**src/rtl/fp_wb_ieee_convert_pkg.sv**
```systemverilog
// fp_wb_ieee_convert_pkg: shared FPU types, FloPoCo exception encodings and IEEE constants.
package fp_wb_ieee_convert_pkg;
  typedef enum logic [1:0] {
    EXN_ZERO   = 2'b00,
    EXN_NORMAL = 2'b01,
    EXN_INF    = 2'b10,
    EXN_NAN    = 2'b11
  } exn_e;
  typedef struct packed {
    exn_e        exn;
    logic        sign;
    logic [7:0]  exp;
    logic [22:0] frac;
  } flopoco_t;
  localparam int FP_ID_W = 3;
  typedef logic [FP_ID_W-1:0] id_t;
  localparam logic [31:0] CANONICAL_NAN_SP = 32'h7FC0_0000;
endpackage

```
**src/rtl/fp_wb_ieee_convert_flopoco_to_ieee_sp.sv**
```systemverilog
// flopoco_to_ieee_sp: combinational FloPoCo single-precision to IEEE-754 binary32 conversion.
module flopoco_to_ieee_sp
  import fp_wb_ieee_convert_pkg::*;
(
  input  flopoco_t    fp,
  output logic [31:0] ieee,
  output logic        is_nan
);
  logic [31:0] zero, inf;
  assign zero   = {fp.sign, 31'b0};
  assign inf    = {fp.sign, 8'hFF, 23'b0};
  assign is_nan = fp.exn == EXN_NAN;
  // exp extremes inside NORMAL are out of IEEE normal range: flush or saturate
  assign ieee = is_nan              ? CANONICAL_NAN_SP :
                fp.exn == EXN_INF   ? inf :
                fp.exn == EXN_ZERO  ? zero :
                fp.exp == 8'h00     ? zero :
                fp.exp == 8'hFF     ? inf :
                {fp.sign, fp.exp, fp.frac};
endmodule

```
**src/rtl/fp_wb_ieee_convert.sv**
```systemverilog
// fp_wb_ieee_convert: converts FloPoCo MAC results to IEEE binary32 and buffers them for writeback.
module fp_wb_ieee_convert
  import fp_wb_ieee_convert_pkg::*;
#(
  parameter int DEPTH = 2,
  parameter int ID_W  = 3
) (
  input  logic            clk,
  input  logic            rst,
  input  logic            in_done,
  input  logic [33:0]     in_rd,
  input  logic [ID_W-1:0] in_id,
  output logic            in_ack,
  output logic            out_valid,
  input  logic            out_ready,
  output logic [31:0]     out_data,
  output logic [ID_W-1:0] out_id,
  output logic            out_is_nan
);
  localparam int AW = $clog2(DEPTH);
  localparam logic [AW:0] FULL = (AW+1)'(DEPTH);
  logic [AW-1:0]   wr_ptr, rd_ptr;
  logic [AW:0]     count;
  logic [31:0]     data_q [DEPTH];
  logic [ID_W-1:0] id_q   [DEPTH];
  logic            nan_q  [DEPTH];
  flopoco_t        in_fp;
  logic [31:0]     cvt_data;
  logic            cvt_nan;
  logic            push, pop;
  assign in_fp = in_rd;
  flopoco_to_ieee_sp u_cvt (
    .fp     (in_fp),
    .ieee   (cvt_data),
    .is_nan (cvt_nan)
  );
  // in_ack depends on count only, so a pop never frees a slot in the same cycle
  assign in_ack    = count != FULL;
  assign out_valid = count != '0;
  assign push      = in_done & in_ack;
  assign pop       = out_valid & out_ready;
  always_ff @(posedge clk or negedge rst) begin
    if (!rst) begin
      wr_ptr <= '0;
      rd_ptr <= '0;
      count  <= '0;
    end else begin
      if (push) wr_ptr <= wr_ptr + 1'b1;
      if (pop) rd_ptr <= rd_ptr + 1'b1;
      count <= count + (AW+1)'(push) - (AW+1)'(pop);
    end
  end
  always_ff @(posedge clk) begin
    if (push) begin
      data_q[wr_ptr] <= cvt_data;
      id_q[wr_ptr]   <= in_id;
      nan_q[wr_ptr]  <= cvt_nan;
    end
  end
  assign out_data   = data_q[rd_ptr];
  assign out_id     = id_q[rd_ptr];
  assign out_is_nan = nan_q[rd_ptr];
endmodule

```
**config.mk**
```make
export PLATFORM = sky130hd
export DESIGN_NAME = fp_wb_ieee_convert
export DESIGN_NICKNAME = d
export VERILOG_FILES = /design/src/rtl/fp_wb_ieee_convert_pkg.sv /design/src/rtl/fp_wb_ieee_convert_flopoco_to_ieee_sp.sv /design/src/rtl/fp_wb_ieee_convert.sv
export SDC_FILE = /design/constraint.sdc
export NUM_CORES = 1
export LEC_CHECK = 0
export CAP_MARGIN = 20
export CORE_UTILIZATION = 45
export DETAILED_ROUTE_END_ITERATION = 7
export GPL_ROUTABILITY_DRIVEN = 0
export GPL_TIMING_DRIVEN = 0
export HOLD_SLACK_MARGIN = 0.03
export MAX_ROUTING_LAYER = met4
export PLACE_DENSITY = 0.74
export REMOVE_ABC_BUFFERS = 1
export SLEW_MARGIN = 5
export SYNTH_ARGS = -nofsm -noshare
export SYNTH_HDL_FRONTEND = slang
export SYNTH_SLANG_ARGS = --single-unit
```
**constraint.sdc**
```tcl
create_clock -name clk -period 5.27 [get_ports clk]
set_clock_uncertainty 0.05 [all_clocks]
set_input_delay 0.527 -clock clk [delete_from_list [all_inputs] [get_ports clk]]
set_output_delay 0.527 -clock clk [all_outputs]
set_load 0.03 [all_outputs]
```
==> summary by stage <==
Power
Of the total power, registers draw 41.1%. The power per unit of standard cell area is roughly 520 nW/um^2. The cell-internal power is between 1 and 1.5 mW. Of the total power, the clock network draws roughly 18%. The total net switching power is around 0.77 mW. In this run, the combinational gates consume 41.4% of the power.

The worst-case IR drop observed on VDD is 0.379 mV. The switching share of power is 34.4%. For this design the static power due to leakage is 1.46 nW.

Routing
For this run, the detailed router's first-pass iteration total came to 4. Using the TritonRoute via totals, the vias-per-cell ratio works out to ~5.2. For this run, design rule violations remaining after detail routing come to 0. Dividing the detail-routed wire length by the instance count gives 16.2 um. Once detail routing completed, the nets flagged for antenna violations numbered 0. The violation count after the first detailed-route iteration is 43.

Wires add up to 5850 um. The overall via count from detail_route is around 1,900.

Global route
The total grt overflow is 0. The number of antenna violations at the first check in global routing came to 0. The first global-routing pass estimated roughly 9100 um of wire.

Global routing consumed, over all layers together, 17.5% of the routing resources. The via count of the first global-routing pass was 1,838. The largest net degree at the start of global routing is 38.

Logic synthesis
Each instance of the synthesized netlist takes up on average between 15 and 20 sq um. Summing the sequential cell areas from Yosys gives a little under three quarters of the chip area. Synthesis inferred 76 register bits. After synthesis, the cell types taking the most area are edfxtp_1 (68%), mux2_2 (13%), nor4b_1 (6.1%). After synthesis the cells add up to between 3000 and 4000 sq um. The area share of the largest cell type after synthesis is between 60% and 70%. Yosys printed 0 warnings.

The library cell occupying the most area in the post-synthesis netlist is edfxtp_1. The post-synthesis cell count is around 180. The number of library cell types mapped by synthesis is 24.

Critical path
STA classifies the critical path startpoint as a flip-flop. The worst setup path is of the flip-flop to primary output kind. Of all nets on the critical path, the largest fanout is 37. The element type at the critical path end is a primary output. The critical path required time is around 4.7 ns.

STA puts the critical path data arrival time at approximately 2.3 ns.

Timing
At the pin with the least slew margin, the transition time is 0.848 ns. The worst path meets setup with 2.39 ns of slack. The sum of negative setup slack is 0 ns. The final setup violation count is 0. Based on the critical path, the design can be clocked at up to 348 MHz. The minimum hold slack is ~0.34 ns. The final cycle utilization of the critical path is between 50% and 60%. The time the worst path needs with I/O delays and setup is 2.88 ns. The number of max-slew violations in the final report is 0. Setup repair after global routing left no endpoint under its margin. In this run the tightest slew margin relative to its limit is 43.4%. The number of hold violations in the final report was 0.

Clocking
The clock edge transition at the registers on the reported setup and hold paths is 0.07 ns. The TritonCTS sink count is 76. The clock root buffer is clkbuf_8. The H-tree depth is 3. The clock buffer count from CTS is 9. The post-CTS setup repair buffer count is 0. The maximum number of buffers from clock root to sink is 2. TritonCTS built the clock tree. After clock tree synthesis, the flow added hold-fix buffers numbering 0.

Gates resized during post-CTS repair numbered 0. The insertion delay of the later-clocked pin in the worst-skew pair is approximately 0.33 ns.

Place
The sum of net half-perimeters after detailed placement is between 3000 and 4000 um. OpenSTA, run right after detailed placement, puts the worst setup slack at between 2 and 3 ns. The count of buffers added on input and output ports is 78.

The post-detailed-placement cell area is 4110 sq um.

Final layout
The sequential cells in the finished layout cover a total of roughly 2300 sq um. The area taken by multi-input logic gates is approximately 840 sq um. After filler insertion, the fill cell instance count of the layout stands at around 520. The fraction of final layout cells sized beyond drive strength 1 is 23.5%.

Relative to the synthesized area, the layout overhead comes to 35.2%. The number of nets in the layout is approximately 300. The number of diodes is 0.

After routing the design area is 4280 sq um.

Die
Once the floorplan was initialized, standard cells occupied a little under half of the core. During I/O placement, the number of pins put on the boundary was 79. The die width is ~86 um.

From bottom edge to top edge, the die measures between 80 and 90 um. The die area is roughly 7400 sq um. The total core area is ~6800 sq um. After floorplanning, the core was divided into 30 placement rows.

Run
The reported max-cap violation count is 0.

Status
The flow ran to the end, and the final reports show no timing, DRC or antenna violations.

Worst hold path
The class of the tightest hold or removal check is primary input to asynchronous set/reset pin.
==> path summary, 6_finish.rpt <==
kind / slack (ns) / from / to / depth (start not counted)
hold / removal: 0.34 / rst / count[0] / 1
hold reg to reg: 0.46 / count[1] / count[1] / 1
min in group clk: 0.46 / count[1] / count[1] / 1
setup reg to reg: 3.43 / count[1] / count[1] / 7
setup / recovery: 2.39 / rd_ptr / out_data[13] / 2
max in group asynchronous: 4.63 / rst / rd_ptr / 1
==> cell usage after synthesis <==
| cell type | number |
|---|---|
| edfxtp_1 | 72 |
| mux2_2 | 36 |
| nor4b_1 | 22 |
| a21o_1 | 8 |
| buf_2 | 5 |
| clkbuf_1 | 4 |
| dfrtp_1 | 4 |
| xnor2_1 | 3 |
| and2_1 | 2 |
| buf_6 | 2 |
| ha_1 | 2 |
| inv_1 | 2 |
| nand2_1 | 2 |
| nand4_1 | 2 |
| nor2_1 | 2 |
| or4_4 | 2 |
| and3_1 | 1 |
| buf_1 | 1 |
| nand2b_1 | 1 |
| o21ai_0 | 1 |
| o21ai_2 | 1 |
| o21ai_4 | 1 |
| or2_2 | 1 |
| xor2_1 | 1 |
==> cells by family (layout without fill, tap and decap cells) <==
family	after synthesis	count (layout)	synth area share, %
xor gates and xnor gates	4	4	1.11
and+or+nand+nor	35	35	8.66
adders and majority gates	2	2	0.790
muxes	36	36	12.8
DFF	76	76	71.5
AOI/OAI and AO/OA	11	11	2.85
buffers and inverters	14	100	2.33
==> worst max-delay path, stage by stage, from the launching register on <==
cell,delay [ns]
dfrtp_2,0.93
mux2_2,0.42
clkdlybuf4s50_1,0.60
==> routing by layer <==
metal / global-route usage (%) / up-vias / routed length (um)
li1: - / 865 / -
met1: 22.2 / 926 / 2620
met2: 25.4 / 72 / 2770
met3: 5.10 / 9 / 331
met4: 9.24 / 0 / 125
met5: - / - / 0
==> cells in the final DEF, fill, tap and decap left out, types with 2 or more instances in the layout <==
| cell | instances |
|---|---|
| xnor2_1 | 3 |
| clkbuf_8 | 11 |
| dfrtp_1 | 3 |
| buf_16 | 3 |
| nand4_1 | 2 |
| or4_4 | 2 |
| mux2_2 | 36 |
| and2_1 | 2 |
| nand2_1 | 2 |
| edfxtp_1 | 72 |
| a21o_1 | 8 |
| nor4b_1 | 22 |
| clkdlybuf4s50_1 | 78 |
| ha_1 | 2 |
| clkinv_2 | 2 |
| inv_1 | 2 |
| clkbuf_1 | 3 |
==> registers in the layout (all words and copies together) (netlist names) <==
name    cells
data_q     64
wr_ptr      1
count       2
nan_q       2
rd_ptr      1
id_q        6
==> final cells by class <==
| type | instances | share of cell area (%) |
|---|---|---|
| clock buffers | 14 | 3.80 |
| clock inverters | 2 | 0.234 |
| inverters | 2 | 0.175 |
| multi-input cells | 88 | 19.6 |
| flip-flops and latches | 76 | 52.9 |
| well taps | 96 | 2.81 |
| repair buffers | 82 | 20.4 |
==> per-stage QoR <==
step / util, % / total power, mW / instances
6_report: 63.0 / 2.23 / 360
5_1_grt: 63.0 / 2.34 / 360
4_1_cts: 63.0 / 2.26 / 360
3_5_place_dp: 60.4 / 1.86 / 344
3_3_place_gp: 58.9 / 1.82 / 340
2_1_floorplan: - / 1.46 / 166
==> power groups by stage <==
stage / logic (mW) / registers, mW / clock network (mW)
floorplan: 0.556 / 0.908 / 0
global placement: 0.888 / 0.937 / 0
detailed placement: 0.928 / 0.936 / 0
CTS: 0.933 / 0.923 / 0.402
global route: 0.972 / 0.936 / 0.428
finish: 0.924 / 0.917 / 0.390
Power figures use the tool's default switching activity.
